**src/rtl/vga_scan_compositor.sv**
```systemverilog
// vga_scan_compositor
// Free-running VGA scan generator. The current coordinate goes out to the sprite ROM
// block, whose pixel reply returns LATENCY clocks later. The sprite pixel is composited
// over the background, RGB332 is expanded to 8:8:8 for the DAC, and the sync/blank
// timing is delayed so it stays aligned with the pixel it belongs to.
// A frame_start tick and a wrapping frame counter are provided for the game logic.
module vga_scan_compositor #(
    parameter int H_ACTIVE = 640,
    parameter int H_FP     = 16,
    parameter int H_SYNC   = 96,
    parameter int H_BP     = 48,
    parameter int V_ACTIVE = 480,
    parameter int V_FP     = 10,
    parameter int V_SYNC   = 2,
    parameter int V_BP     = 33,
    parameter int LATENCY  = 2
) (
    input  logic       clk,
    input  logic       rst,
    output logic [9:0] current_pixel_x,
    output logic [9:0] current_pixel_y,
    input  logic [7:0] data,
    input  logic       visible_flag,
    input  logic [7:0] bg_data,
    output logic [7:0] vga_r,
    output logic [7:0] vga_g,
    output logic [7:0] vga_b,
    output logic       hsync,
    output logic       vsync,
    output logic       blank_n,
    output logic       frame_start,
    output logic [7:0] frame_count
);

    localparam int H_TOTAL = H_ACTIVE + H_FP + H_SYNC + H_BP;
    localparam int V_TOTAL = V_ACTIVE + V_FP + V_SYNC + V_BP;

    localparam logic [9:0] H_LAST    = 10'(H_TOTAL - 1);
    localparam logic [9:0] V_LAST    = 10'(V_TOTAL - 1);
    localparam logic [9:0] H_ACT_END = 10'(H_ACTIVE);
    localparam logic [9:0] V_ACT_END = 10'(V_ACTIVE);
    localparam logic [9:0] HS_BEG    = 10'(H_ACTIVE + H_FP);
    localparam logic [9:0] HS_END    = 10'(H_ACTIVE + H_FP + H_SYNC);
    localparam logic [9:0] VS_BEG    = 10'(V_ACTIVE + V_FP);
    localparam logic [9:0] VS_END    = 10'(V_ACTIVE + V_FP + V_SYNC);

    // scan counters (stage S0)
    logic [9:0] x_q, x_d;
    logic [9:0] y_q, y_d;
    logic       frame_wrap;

    // raw timing of the coordinate currently on the pins
    logic act_raw;
    logic hs_raw_n;
    logic vs_raw_n;

    // delay lines carrying timing to the stage where the pixel reply arrives
    logic [LATENCY-1:0] act_sr_q, act_sr_d;
    logic [LATENCY-1:0] hs_sr_q,  hs_sr_d;
    logic [LATENCY-1:0] vs_sr_q,  vs_sr_d;

    // output stage
    logic       act_dly;
    logic [7:0] pix;
    logic [7:0] r_q, r_d;
    logic [7:0] g_q, g_d;
    logic [7:0] b_q, b_d;
    logic       hsync_q, hsync_d;
    logic       vsync_q, vsync_d;
    logic       blank_q, blank_d;

    // frame tick
    logic       fs_q, fs_d;
    logic [7:0] fc_q, fc_d;

    // Next scan position: x runs every cycle, y steps at end of line, both wrap.
    always_comb begin
        x_d        = x_q + 10'd1;
        y_d        = y_q;
        frame_wrap = (x_q == H_LAST) && (y_q == V_LAST);
        if (x_q == H_LAST) begin
            x_d = 10'd0;
            if (y_q == V_LAST) begin
                y_d = 10'd0;
            end else begin
                y_d = y_q + 10'd1;
            end
        end
    end

    // Decode active area and sync pulses for the coordinate presented this cycle.
    always_comb begin
        act_raw  = (x_q < H_ACT_END) && (y_q < V_ACT_END);
        hs_raw_n = !((x_q >= HS_BEG) && (x_q < HS_END));
        vs_raw_n = !((y_q >= VS_BEG) && (y_q < VS_END));
    end

    // Shift the timing bits one stage; the oldest bit lines up with the pixel reply.
    always_comb begin
        act_sr_d = (act_sr_q << 1) | LATENCY'(act_raw);
        hs_sr_d  = (hs_sr_q  << 1) | LATENCY'(hs_raw_n);
        vs_sr_d  = (vs_sr_q  << 1) | LATENCY'(vs_raw_n);
    end

    // Composite sprite over background, force black in blanking, expand RGB332.
    always_comb begin
        act_dly = act_sr_q[LATENCY-1];
        if (!act_dly) begin
            pix = 8'h00;
        end else if (visible_flag) begin
            pix = data;
        end else begin
            pix = bg_data;
        end
        r_d     = {pix[7:5], pix[7:5], pix[7:6]};
        g_d     = {pix[4:2], pix[4:2], pix[4:3]};
        b_d     = {4{pix[1:0]}};
        hsync_d = hs_sr_q[LATENCY-1];
        vsync_d = vs_sr_q[LATENCY-1];
        blank_d = act_dly;
    end

    // Frame tick fires as the counters land on (0,0) after the last pixel of a frame,
    // so the very first frame after reset produces no pulse.
    always_comb begin
        fs_d = frame_wrap;
        fc_d = frame_wrap ? fc_q + 8'd1 : fc_q;
    end

    // Scan counter and frame tick registers.
    always_ff @(posedge clk or negedge rst) begin
        if (!rst) begin
            x_q  <= 10'd0;
            y_q  <= 10'd0;
            fs_q <= 1'b0;
            fc_q <= 8'd0;
        end else begin
            x_q  <= x_d;
            y_q  <= y_d;
            fs_q <= fs_d;
            fc_q <= fc_d;
        end
    end

    // Timing delay lines; cleared to blank with both syncs deasserted.
    always_ff @(posedge clk or negedge rst) begin
        if (!rst) begin
            act_sr_q <= '0;
            hs_sr_q  <= '1;
            vs_sr_q  <= '1;
        end else begin
            act_sr_q <= act_sr_d;
            hs_sr_q  <= hs_sr_d;
            vs_sr_q  <= vs_sr_d;
        end
    end

    // Output register feeding the DAC and sync pins.
    always_ff @(posedge clk or negedge rst) begin
        if (!rst) begin
            r_q     <= 8'h00;
            g_q     <= 8'h00;
            b_q     <= 8'h00;
            hsync_q <= 1'b1;
            vsync_q <= 1'b1;
            blank_q <= 1'b0;
        end else begin
            r_q     <= r_d;
            g_q     <= g_d;
            b_q     <= b_d;
            hsync_q <= hsync_d;
            vsync_q <= vsync_d;
            blank_q <= blank_d;
        end
    end

    assign current_pixel_x = x_q;
    assign current_pixel_y = y_q;
    assign vga_r           = r_q;
    assign vga_g           = g_q;
    assign vga_b           = b_q;
    assign hsync           = hsync_q;
    assign vsync           = vsync_q;
    assign blank_n         = blank_q;
    assign frame_start     = fs_q;
    assign frame_count     = fc_q;

endmodule

```
**config.mk**
```make
export PLATFORM = sky130hd
export DESIGN_NAME = vga_scan_compositor
export DESIGN_NICKNAME = d
export VERILOG_FILES = /design/src/rtl/vga_scan_compositor.sv
export SDC_FILE = /design/constraint.sdc
export NUM_CORES = 1
export LEC_CHECK = 0
export CAP_MARGIN = 0
export CORE_MARGIN = 4
export CORE_UTILIZATION = 55
export CTS_CLUSTER_DIAMETER = 80
export DETAILED_ROUTE_END_ITERATION = 10
export DONT_BUFFER_PORTS = 1
export GPL_TIMING_DRIVEN = 0
export PLACE_DENSITY = 0.69
export SYNTH_ARGS = -nofsm -noshare
export SYNTH_HDL_FRONTEND = slang
export SYNTH_SLANG_ARGS = --single-unit
```
**constraint.sdc**
```tcl
create_clock -name clk -period 2.4 [get_ports clk]
set_input_delay 0.48 -clock clk [delete_from_list [all_inputs] [get_ports clk]]
set_output_delay 0.48 -clock clk [all_outputs]
set_load 0.005 [all_outputs]
```
# Word level (Yosys, flattened, before mapping)
# Cells that the tools add are included.
# W data, S select, Z words.
# word_totals
ff_bits	62
in_bits	19
out_inout_bits	56
elab_cells	37
# classes
n_addsub	3
n_lt_le_gt_ge	6
n_eq_ne	2
mux	4
n_bitwise	3
n_reduce_logical	6
# ops
cell	n
$add A10 B1 Y10 const B	2
$eq A10 B10 Y1 const B	2
$lt A10 B10 Y1 const B	2
$lt A10 B9 Y1 const B	2
$mux W10	2
$mux W8	2
$ge A10 B10 Y1 const B	1
$ge A10 B9 Y1 const B	1
$add A8 B1 Y8 const B	1
$or A2 B1 Y2	3
$logic_and A1 B1 Y1	4
$logic_not A1 Y1	2

# Logic depth before layout (Yosys ltp)
# depth
ltp_word	4
ltp_mapped	6
ltp_nobuf	6

# Worst setup path before layout
# No wires, ideal clock.
# synth_path
kind	register -> register
startpoint	register x_q[0] (netlist: current_pixel_x[0])
endpoint	register fc_q[1] (netlist: frame_count[1])
setup_time_ns	0.128
arrival_time_ns	1.868
t_required_ns	2.272
setup_slack_ns	0.405
path_stages_with_launch	7
path_buffers	1
period_less_slack_ns	1.995
path_cell_list	dfrtp_1 > ha_1 > nand4_1 > or3_1 > buf_2 > nor2_4 > mux2_1
# synth_between
elab_chain_len	2
# synth_rtl
element	line	source
from (decl)	48	logic [9:0] x_q, x_d;
from (signal assigned)	133	x_q <= 10'd0;
from (signal assigned)	138	x_q <= x_d;
$eq A10 B10 Y1	80	frame_wrap = (x_q == H_LAST) && (y_q == V_LAST);
$logic_and A1 B1 Y1	80	
via frame_wrap	50	logic frame_wrap;
to (signal assigned)	136	fc_q <= 8'd0;
to (signal assigned)	141	fc_q <= fc_d;
to (decl)	74	logic [7:0] fc_q, fc_d;
# The timed path passes the listed nets, and every way through them passes these cells.
# A chain may end at the register's enable or synchronous reset.

# Final worst setup path
# Ends and elaborated chain as after synthesis.

==> impl_metrics.toml <==
[outcome]
status = "complete, no violations"

[global_routing]
grt_overflow = 0
first_global_vias = 1374
antenna_found_initial = 0
grt_pass1_wl_um = 6750
grt_max_degree = 41
track_usage = 0.175

[logic_synthesis]
synth.most_common_cell = "dfrtp_1"
syn_nets = 210
syn_avg_cell_area_um2 = 11.4
yosys-top-cells-area = "dfrtp_1 (47%), dfstp_2 (7.4%), buf_4 (5.7%)"
synth-seq-area-share = 0.546
synth_edf_count = 0
synth_ff_type = "dfrtp_1"
async_reset_ff_frac = 1.00
ys_types = 33
synth_top_area_share = 0.472
synth_top_area_cell = "dfrtp_1"
ys_warn_count = 0
synth_area_mm2 = 0.00212
synth_common_cells = "dfrtp_1 (40), buf_4 (16), nand3_1 (12), xor2_1 (12), mux2i_1 (9)"
synth_cells = 186
synth-seq-cells = 46

[drt]
dr.pass1.iters = 4
top_layer = "met4"
vias = 1352
drt-total-wl_um = 3970
wl_per_cell_um = 16.3
drc_errors = 0
wl_met3_um = 416
met1_length_um = 1610
drt_iter0_markers = 21
met2WireLength_um = 1880
vias_per_cell = 5.54
postRouteAntennaNets = 0

[clock_network]
clock_sinks = 46
clk_path_buf_depth = 2
clock_latency_ns = 0.30
cts-root-buf = "clkbuf_8"
cts.clk_slew.worst_paths_ns = 0.08
cts_made_buffers = 5
htreeDepth = 2
cts_tree = "built"

[sta]
drv_slew = 0
hold_viol = 0
clock_skew_ns = 0.00664
fin_crit_sh = 0.915
clock.fmax_ghz = 0.455
period_minus_slack_ns = 2.20
rsz0062_at_grt = "no"
relSlewSlack = 0.627
tns_ns = 0
worstMarginPinSlew_ns = 0.558
setup_violations = 0

[die]
initial_core_util = 0.575
core_area_mm2 = 0.00369
die_x_um = 70.1
num_rows = 22
io_pins = 75
die-area_mm2 = 0.00492
die_y_um = 70.1

[place]
dp_hpwl_um = 2910
placement.io_buffers = 0
gp_congestion = 0.876
placed_area_mm2 = 0.00218

[cells_and_area]
n_antenna_cell = 0
seqCellArea_mm2 = 0.00116
multiInputGateArea_um2 = 803
area_growth_pct = 8.55
drive_gt1_frac = 0.189
fillers = 317
final_cell_area_mm2 = 0.00230
final_nets = 219

[setup_path]
crit_type = "flip-flop to flip-flop"
worstPathMaxFanout = 9
critPathSlowestCell = "dfrtp_1"
endpoint_kind = "flip-flop"
critical_path_arrival_ns = 2.38
crit_family = "simple AND/OR/NAND/NOR gates"
required_ns = 2.59
crit_chain = "ha_1 -> nand4_1 -> or3_1 -> buf_2 -> nor2_4 -> mux2_1"
worst_setup_path_start_kind = "flip-flop"
critPathMaxStageDelay_ns = 0.44
crit_buf_inv = 1

[power]
powerDensity_mw_per_mm2 = 582
peakVddDrop_mv = 0.409
p_leak_uw = 0.00108

[job]
max_cap_viol_count = 0

[hold_path]
hold_class = "input port to async pin"
cells by family after synthesis:
group,share of synthesized area
compound gates,0.0206
fa+ha+maj,0.0295
buf+inv,0.0755
xor+xnor,0.0825
flops,0.546
simple gates,0.198
mux,0.0478
timing repair:
| item | 4_1_cts | 5_1_grt |
|---|---|---|
| hold endpoints to repair | 40 | 6 |
| setup buffers | 0 | 0 |
| gates resized for setup | 0 | 0 |
| hold buffers | 1 | 1 |
worst register-to-register path: cells and delay by family, from the launching register on:
kind / cells / cell delay (ns)
adders and majority gates: 1 / 0.29
buffers and inverters: 1 / 0.20
DFF: 1 / 0.44
muxes: 1 / 0.34
and+or+nand+nor: 3 / 0.81
worst paths after layout:
kind | start | end | slack [ns] | cells past startpoint
setup / recovery | current_pixel_x[0] | frame_count[1] | 0.20 | 6
hold / removal | rst | current_pixel_x[4] | 0.02 | 1
setup reg to reg | current_pixel_x[0] | frame_count[1] | 0.20 | 6
hold reg to reg | act_sr_q[0] | act_sr_q[1] | 0.35 | 0
max in group asynchronous | rst | vs_sr_q[1] | 1.61 | 1
min in group clk | act_sr_q[0] | act_sr_q[1] | 0.35 | 0
cells in the final DEF, fill, tap and decap left out, types with 2 or more instances in the layout:
cell type and instances:
and2_1 2, and3_1 7, buf_2 2, buf_4 16
clkbuf_1 2, clkbuf_8 6, dfrtp_1 40, dfstp_2 6
ha_1 5, inv_1 7, mux2i_1 9, nand2_1 6
nand3_1 12, nand4_1 7, nor2_1 8, nor2b_1 8
nor3_1 8, nor4_1 2, nor4_2 3, o21ai_1 4
or3_1 2, xnor2_1 8, xor2_1 12
sequential cells by signal (all words and copies together), names as in the netlist, 2 cells and up:
signal and flops:
current_pixel_x 10, current_pixel_y 10, frame_count 8, vga_g 3, vga_r 3, act_sr_q 2
hs_sr_q 2, vga_b 2, vs_sr_q 2
cell type report:
type                            instances  share of cell area
Clock buffer                            7              0.0375
Buffer                                 19              0.0581
Sequential cell                        46               0.503
Inverter                                7              0.0114
Tap cell                               48              0.0261
Clock inverter                          1             0.00217
Timing Repair Buffer                    2              0.0130
Multi-Input combinational cell        114               0.349
routing by layer:
metal	vias up	track usage
met5	-	0
met4	0	0.0638
met3	4	0.0791
met2	63	0.278
met1	648	0.208
li1	637	-
metrics by stage:
step	std cells	hold WS [ns]	worst slack, ns	utilization	total power [uW]
after floorplan	186	0.184	0.405	-	856
after global placement	234	0.186	0.213	0.592	862
after detailed placement	234	0.186	0.189	0.592	864
after CTS	243	0.00516	0.173	0.622	1360
after global routing	244	0.0191	0.0104	0.624	1410
final	244	0.0217	0.203	0.624	1340
report_power, final:
| part | leakage [uW] | switching (uW) | internal, uW |
|---|---|---|---|
| Clock | 0.0000482 | 243 | 232 |
| Sequential | 0.000573 | 10.3 | 785 |
| Combinational | 0.000455 | 32.6 | 37.7 |
Power figures use the tool's default switching activity.
==> RTL change (same flow settings) <==
The output `vga_r` loses its register stage (`r_q` becomes a continuous assignment).
--- a/src/rtl/vga_scan_compositor.sv
+++ b/src/rtl/vga_scan_compositor.sv
@@ -158,14 +158,12 @@
     // Output register feeding the DAC and sync pins.
     always_ff @(posedge clk or negedge rst) begin
         if (!rst) begin
-            r_q     <= 8'h00;
             g_q     <= 8'h00;
             b_q     <= 8'h00;
             hsync_q <= 1'b1;
             vsync_q <= 1'b1;
             blank_q <= 1'b0;
         end else begin
-            r_q     <= r_d;
             g_q     <= g_d;
             b_q     <= b_d;
             hsync_q <= hsync_d;
@@ -173,6 +171,8 @@
             blank_q <= blank_d;
         end
     end
+
+    assign r_q = r_d;
 
     assign current_pixel_x = x_q;
     assign current_pixel_y = y_q;
Formal check against the unedited RTL: not equivalent (a bounded check fails within 4 cycles, from zero or initial values and one cycle with rst low).
==> RTL change against the original RTL <==
  * Cell count fell by 2.0%
  * Largest power group unchanged
  * Synthesized area down 1.9%
  * Clock power is 3% higher
  * Critical path depth unchanged
  * Power fell by 2.8%
  * Critical path type unchanged
  * Clock skew decreased by 0.0024 ns
  * Design area fell by 1.8%
  * Sequential cell count decreased by 3
  * Maximum frequency fell by 1.7%
  * Global-route usage down 1.3 points
  * Setup slack lost 0.039 ns
  * Synthesized cell count is 2.2% lower
  * Routed wire length fell by 0.48%
  * Non-clock buffer count increased by 2
==> RTL change: results (changes against the original RTL) <==
Pwr
  • Max IR drop VDD: 0.289 mV (was 0.409 mV)
  • P_clk: 0.490 mW (was 0.475 mW)
  • Static Leak: 1.03 nW (was 1.08 nW)
  • Power Total: 1.30 mW (was 1.34 mW)
  • Logic power comb: 0.0746 mW (was 0.0703 mW)
  • Sw Ratio: 20.6% (was 21.3%)

STA
  • Worst relative slew slack: 54.5% (was 62.7%)
  • Worst Skew: 0.00423 ns (was 0.00664 ns)

GRT
  • Largest net degree at the start of global routing: 38 (was 41)
  • Met3 usage: 5.80% (was 7.91%)
  • Vias in the first global route: 1,312 (was 1,374)
  • Met1 Use GR: 20.3% (was 20.8%)
  • Gr usage total: 16.2% (was 17.5%)
  • Met2 GRT Util: 27.1% (was 27.8%)
  • Global-route wire length before repair: 6380 um (was 6750 um)

Drt
  • DR WL/cell: 16.5 um (was 16.3 um)
  • Met3 wire length: 367 um (was 416 um)
  • Wl on met1: 1620 um (was 1610 um)
  • Met2 routed WL: 1930 um (was 1880 um)
  • Via-per-instance ratio: 5.61 (was 5.54)
  • DRT iter0 DRCs: 35 (was 21)

Finish
  • Share of layout cells above drive strength 1: 22.5% (was 18.9%)
  • N_diodes: 0 (unchanged)
  • Nets: 214 (was 219)

Synth
  • Cell variety after synth: 35 (was 33)
  • Commonest cells post-synth: 37 x dfrtp_1, 19 x buf_4, 11 x nand3_1, 11 x xor2_1 (was 40 x dfrtp_1, 16 x buf_4, 12 x nand3_1, 12 x xor2_1, 9 x mux2i_1)
  • Synthesized instance count: 182 (was 186)
  • Top cells by area, synth: dfrtp_1 44%, dfstp_2 7.6%, buf_4 6.9% (was dfrtp_1 47%, dfstp_2 7.4%, buf_4 5.7%)
  • Sequential-to-total area share from yosys stat: 52.0% (was 54.6%)

CTS
  • Reg clk slew, reported paths: 0.08 ns (about the same)
  • CTS Buffer Depth: 2 (unchanged)

Critical path
  • Worst EP arrival: 2.41 ns (was 2.38 ns)
  • Critical Path Max Stage Delay: 0.46 ns (was 0.44 ns)
  • Critical path fanouts, max: 10 (was 9)
  • Slowest-stage cell, CP: dfrtp_1 (unchanged)

Die
  • Core Footprint: 3660 um^2 (was 3690 um^2)

Placement
  • Hpwl dp: 2880 um (was 2910 um)
  • # placed instances: 230 (was 234)
  • Pre-CTS setup slack: 0.155 ns (was 0.189 ns)
  • GP Congestion: 0.795 (was 0.876)

Run status
  • Status: finished clean (unchanged)
RTL change: cell families (layout without fill, tap and decap cells):
group                      count (synthesis)  after routing  share of synthesized area, %
AOI/OAI and AO/OA                          9              9                          2.52
xor gates and xnor gates                  20             20                          8.41
adders and majority gates                  5              5                          3.00
buffers and inverters                     29             38                          9.01
DFF                                       43             43                          52.0
muxes                                     10             10                          4.87
and+or+nand+nor                           66             66                          20.1
RTL change: final timing paths:
| check | startpoint | endpoint | slack, ns | cells after the start |
|---|---|---|---|---|
| worst max-delay path | current_pixel_y[0] | frame_count[1] | 0.16 | 6 |
| min in group clk | act_sr_q[0] | act_sr_q[1] | 0.35 | 0 |
| worst min-delay path | rst | frame_count[5] | 0.02 | 1 |
| worst max register to register | current_pixel_y[0] | frame_count[1] | 0.16 | 6 |
| worst min register to register | act_sr_q[0] | act_sr_q[1] | 0.35 | 0 |
| max in group asynchronous | rst | frame_count[2] | 2.19 | 1 |
RTL change: stage by stage:
| step | util, % | instance area [um^2] |
|---|---|---|
| 2_1_floorplan | - | 2080 |
| 3_3_place_gp | 58.5 | 2140 |
| 3_5_place_dp | 58.5 | 2140 |
| 4_1_cts | 61.8 | 2260 |
| 5_1_grt | 61.8 | 2260 |
| 6_report | 61.8 | 2260 |
RTL change: area by class of cell:
type / count / area, um^2
multi-input combinational: 110 / 811
clock buffer: 8 / 100
buffer: 22 / 161
fill: 307 / 1400
timing repair buffer: 1 / 20.0
inverter: 7 / 26.3
tap: 48 / 60.1
sequential: 43 / 1080
RTL change: what timing repair did:
| item | 4_1_cts | 5_1_grt |
|---|---|---|
| hold buffers | 1 | 0 |
| endpoints found under the hold margin | 37 | 0 |
| endpoints found under the setup margin | 0 | 0 |
